File: src/rtl/axis_pkt_gen.sv
// axis_pkt_gen: AXI-Stream packet generator emitting incrementing-pattern packets per command
module axis_pkt_gen #(
  parameter int AXIS_TDATA_WIDTH = 8,
  parameter int LEN_WIDTH        = 16,
  parameter int PKT_COUNT_WIDTH  = 32
) (
  input  logic                        i_clk,
  input  logic                        i_rst,
  input  logic                        i_cmd_valid,
  output logic                        o_cmd_ready,
  input  logic [LEN_WIDTH-1:0]        i_cmd_len,
  input  logic [AXIS_TDATA_WIDTH-1:0] i_cmd_seed,
  input  logic                        i_cmd_tid,
  input  logic                        i_cmd_tdest,
  input  logic                        i_cmd_sof,
  output logic                        o_m_axis_tvalid,
  input  logic                        i_m_axis_tready,
  output logic [AXIS_TDATA_WIDTH-1:0] o_m_axis_tdata,
  output logic                        o_m_axis_tlast,
  output logic                        o_m_axis_tstrb,
  output logic                        o_m_axis_tkeep,
  output logic                        o_m_axis_tid,
  output logic                        o_m_axis_tdest,
  output logic                        o_m_axis_tuser,
  output logic                        o_busy,
  output logic                        o_zero_len,
  output logic [PKT_COUNT_WIDTH-1:0]  o_pkt_count
);
  typedef enum logic {IDLE, SEND} state_t;
  state_t                      state_q, state_d;
  logic [AXIS_TDATA_WIDTH-1:0] tdata_q, tdata_d;
  logic [LEN_WIDTH-1:0]        cnt_q, cnt_d;
  logic [PKT_COUNT_WIDTH-1:0]  pkt_count_q, pkt_count_d;
  logic                        tvalid_q, tvalid_d, tlast_q, tlast_d, tuser_q, tuser_d;
  logic                        tid_q, tid_d, tdest_q, tdest_d, zero_len_q, zero_len_d;
  // next state: load a packet from an accepted command, then step one beat per handshake
  always_comb begin
    state_d     = state_q;
    tdata_d     = tdata_q;
    cnt_d       = cnt_q;
    pkt_count_d = pkt_count_q;
    tvalid_d    = tvalid_q;
    tlast_d     = tlast_q;
    tuser_d     = tuser_q;
    tid_d       = tid_q;
    tdest_d     = tdest_q;
    zero_len_d  = 1'b0;
    if (state_q == IDLE) begin
      if (i_cmd_valid && i_cmd_len == '0) begin
        zero_len_d = 1'b1;
      end else if (i_cmd_valid) begin
        state_d  = SEND;
        tdata_d  = i_cmd_seed;
        cnt_d    = i_cmd_len - LEN_WIDTH'(1);
        tvalid_d = 1'b1;
        tlast_d  = i_cmd_len == LEN_WIDTH'(1);
        tuser_d  = i_cmd_sof;
        tid_d    = i_cmd_tid;
        tdest_d  = i_cmd_tdest;
      end
    end else if (i_m_axis_tready) begin
      if (tlast_q) begin
        state_d     = IDLE;
        tvalid_d    = 1'b0;
        tlast_d     = 1'b0;
        tuser_d     = 1'b0;
        pkt_count_d = pkt_count_q + PKT_COUNT_WIDTH'(1);
      end else begin
        tdata_d = tdata_q + AXIS_TDATA_WIDTH'(1);
        cnt_d   = cnt_q - LEN_WIDTH'(1);
        tuser_d = 1'b0;
        tlast_d = cnt_q == LEN_WIDTH'(1);
      end
    end
  end
  // state registers; reset discards any packet in flight
  always_ff @(posedge i_clk) begin
    if (i_rst) begin
      state_q     <= IDLE;
      tdata_q     <= '0;
      cnt_q       <= '0;
      pkt_count_q <= '0;
      tvalid_q    <= 1'b0;
      tlast_q     <= 1'b0;
      tuser_q     <= 1'b0;
      tid_q       <= 1'b0;
      tdest_q     <= 1'b0;
      zero_len_q  <= 1'b0;
    end else begin
      state_q     <= state_d;
      tdata_q     <= tdata_d;
      cnt_q       <= cnt_d;
      pkt_count_q <= pkt_count_d;
      tvalid_q    <= tvalid_d;
      tlast_q     <= tlast_d;
      tuser_q     <= tuser_d;
      tid_q       <= tid_d;
      tdest_q     <= tdest_d;
      zero_len_q  <= zero_len_d;
    end
  end
  assign o_cmd_ready     = state_q == IDLE && !i_rst;
  assign o_m_axis_tvalid = tvalid_q;
  assign o_m_axis_tdata  = tdata_q;
  assign o_m_axis_tlast  = tlast_q;
  assign o_m_axis_tstrb  = tvalid_q;
  assign o_m_axis_tkeep  = tvalid_q;
  assign o_m_axis_tid    = tid_q;
  assign o_m_axis_tdest  = tdest_q;
  assign o_m_axis_tuser  = tuser_q;
  assign o_busy          = state_q == SEND;
  assign o_zero_len      = zero_len_q;
  assign o_pkt_count     = pkt_count_q;
endmodule
File: config.mk
export PLATFORM = sky130hd
export DESIGN_NAME = axis_pkt_gen
export DESIGN_NICKNAME = d
export VERILOG_FILES = /design/src/rtl/axis_pkt_gen.sv
export SDC_FILE = /design/constraint.sdc
export NUM_CORES = 1
export LEC_CHECK = 0
export CORE_ASPECT_RATIO = 0.9
export CORE_MARGIN = 5
export CORE_UTILIZATION = 54
export DETAILED_ROUTE_END_ITERATION = 16
export GPL_TIMING_DRIVEN = 0
export PLACE_DENSITY = 0.85
export SYNTH_ARGS = -nofsm -noshare
export SYNTH_HDL_FRONTEND = slang
export SYNTH_SLANG_ARGS = --single-unit
export TNS_END_PERCENT = 5
File: constraint.sdc
create_clock -name i_clk -period 6.4 [get_ports i_clk]
set_input_delay 1.28 -clock i_clk [delete_from_list [all_inputs] [get_ports i_clk]]
set_output_delay 1.28 -clock i_clk [all_outputs]
set_load 0.03 [all_outputs]
==> impl_metrics.tcl <==
set metrics [dict create \
    hold_buffers 0 \
    max_slew_margin_pct 49.41 \
    worstSetupStartpoint "i_rst" \
    synth_fp_nets 478 \
    r2r-end "cnt_q[13]" \
    max_slew.worst_pin.slew_ns 0.7531 \
    critical-path-slowest-cell "clkdlybuf4s50_1" \
    required_ns 5.12 \
    path_cells "clkdlybuf4s50_1, nor2_1, clkdlybuf4s50_1" \
    die_h_um 86.39 \
    critPathMaxFanout 2 \
    drive_above_1_share_pct 6.331 \
    grt_pass1_wl_mm 17.34 \
    grt_max_degree 13 \
    synth_cells 441 \
    slowest_delay_ns 0.70 \
    cts_tree "built" \
    setup_viol 0 \
    path_depth 3 \
    post-route-period-util_pct 59.70 \
    gr-total-overflow 0 \
    viasPerCell 6.115 \
    synth_top_cell_by_area "dfxtp_1" \
    io_buffers 80 \
    critPathKind "in2out" \
    pwr_density_cell_nw_per_um2 234.1 \
    wl_met2_mm 4.874 \
    clk_pin_slew_ns 0.08 \
    numCtsBuffers 9 \
    drt_iter0_markers 409 \
    core_um2 6216 \
    clk-insertion-delay-late_ns 0.35 \
    nets 569 \
    ys_types 55 \
    fin_setup_tns_ns 0 \
    yosysWarningCount 0 \
    synth-async-reset-ratio_pct 0 \
    routedWlPerCell_um 17.15 \
    maxCapViolations 0 \
    crit_arrival_ns 2.54 \
    highest_layer "met4" \
    post-route-drc-count 0 \
    endpoint_kind "output port" \
    fmax_mhz 261.7 \
    ant_nets 0 \
    hold_end "o_m_axis_tdest" \
    fin_skew_ns 0.01158 \
    hold_viol_final 0 \
    seq_area_frac_synth_pct 36.03 \
    rsz0062_at_grt "false" \
    reg2regPathDepth 5 \
    routed_wl_mm 10.70 \
    hold_path.class "reg2reg" \
    grt_pass1_vias 3474 \
    min_period_ns 3.821 \
    mostFrequentLayoutCells "clkdlybuf4s50_1 (80), dfxtp_1 (63), a21oi_1 (44), nand2_1 (39), nor2_1 (35)" \
    dp_hpwl_mm 7.671 \
    setup_slack_ns 2.579 \
    finish.utilization_pct 75.28 \
    grt_usage_pct 26.54 \
    ios 81 \
    r2r-start "cnt_q[2]" \
    antenna_found_initial 0 \
    initial_core_util_pct 56.32 \
    report.final.slew_viol_count 0 \
    critPathMostFrequentCell "clkdlybuf4s50_1" \
    rows 27 \
    htreeDepth 3 \
    syn_area_um2 3501 \
    yosysTopAreaCellShare_pct 36.03 \
    root_buffer "clkbuf_8" \
    cts_resized 0 \
    gp_congestion 0.9259 \
    vdd_ir_drop_max_v 0.0001815 \
    cts.path.max_buffers 2 \
    r2r_slack_ns 3.79 \
    avgSynthCellArea_um2 7.938 \
    post_cts_buffers 0 \
    area_growth_pct 33.67 \
    die_w_um 94.87 \
    wl_met3_um 958 \
    hp-start "o_m_axis_tdest" \
    final_common_cell "clkdlybuf4s50_1" \
    met1Wirelength_mm 4.620 \
    synth_area_leaders "dfxtp_1 (36%), a21oi_1 (6.3%), xor2_1 (4.3%)" \
    die-area_um2 8195 \
    drt_pass1_iterations 5 \
    cp_num_buf_inv 2 \
    p_leak_nw 1.599 \
    insertedDiodeCount 0 \
    dp_slack_ns 2.280 \
    worst_setup_path_start_kind "primary input" \
    cts.sink_count 63 \
    status "completed" \
    vias 3816 \
    crit_family "buffers and inverters" \
    synth_ff_type "dfxtp_1" \
    holdPathStages 2 \
    synth-edff-count 0 \
    synth-seq-cells 63 \
]
==> flip-flops by register name, indices dropped and copies added (netlist names) <==
name	flops
o_m_axis_tuser	1
o_zero_len	1
o_m_axis_tdata	8
o_pkt_count	32
cnt_q	16
o_busy	1
o_m_axis_tkeep	1
o_m_axis_tid	1
o_m_axis_tlast	1
o_m_axis_tdest	1
==> worst min-delay path, cell delays in order, from the launching register on <==
cell and delay [ns]:
dfxtp_1 0.32, nand2_1 0.05, a21oi_1 0.05
==> stage by stage <==
| step | instances | hold WS (ns) | total power [mW] | instance area (µm²) |
|---|---|---|---|---|
| 6_report | 624 | 0.4640 | 1.095 | 4679 |
| 5_1_grt | 624 | 0.5088 | 1.138 | 4679 |
| 4_1_cts | 624 | 0.4651 | 1.092 | 4679 |
| 3_5_place_dp | 608 | 0.4543 | 0.6302 | 4410 |
| 3_3_place_gp | 608 | 0.4465 | 0.6241 | 4410 |
| 2_1_floorplan | 441 | 0.4436 | 0.5533 | 3501 |
==> how the worst max path moves through the flow <==
stage	to	slack (ns)
global route	cnt_q[10]	2.48
detailed placement	o_m_axis_tdata[4]	2.28
global placement	o_m_axis_tdata[5]	2.35
CTS	o_cmd_ready	2.58
finish	o_cmd_ready	2.58
floorplan	o_m_axis_tdata[3]	3.09
==> routing by layer <==
metal / global-route usage (%) / up-vias
met1: 36.57 / 1771
met3: 6.684 / 28
met5: 0 / -
li1: - / 1804
met4: 8.781 / 0
met2: 40.52 / 213
==> synthesized netlist by cell type, drive strengths merged (4+ instances only) <==
| library cell | number |
|---|---|
| a211oi | 4 |
| a21oi | 45 |
| and3 | 7 |
| buf | 9 |
| clkbuf | 16 |
| dfxtp | 63 |
| ha | 6 |
| inv | 14 |
| nand2 | 39 |
| nand3 | 20 |
| nand4 | 12 |
| nor2 | 35 |
| nor3 | 23 |
| nor4 | 9 |
| o21a | 4 |
| o21ai | 31 |
| o32ai | 6 |
| or3 | 13 |
| or4 | 12 |
| xnor2 | 13 |
| xor2 | 17 |
==> final cells by class <==
cell class | count | area, µm²
Clock inverter | 7 | 145.1
Fill cell | 497 | 1536
Inverter | 14 | 52.55
Tap cell | 87 | 108.9
Multi-Input combinational cell | 339 | 2066
Buffer | 25 | 121.4
Sequential cell | 63 | 1261
Timing Repair Buffer | 80 | 800.8
Clock buffer | 9 | 123.9
==> cells by family after synthesis <==
logic type / count (synthesis) / share of synthesized area [%]
fa+ha+maj: 6 / 2.144
xor+xnor: 30 / 7.505
compound gates: 116 / 20.73
flops: 63 / 36.03
simple gates: 184 / 27.77
buf+inv: 39 / 4.968
mux: 3 / 0.8578
==> where the power goes <==
group	leakage (nW)	switching, mW	internal, mW
Combinational	0.957	0.124	0.0794
Clock	0.130	0.166	0.299
Sequential	0.513	0.0181	0.409
Total	1.60	0.308	0.788
(Power assumes the default switching activity.)
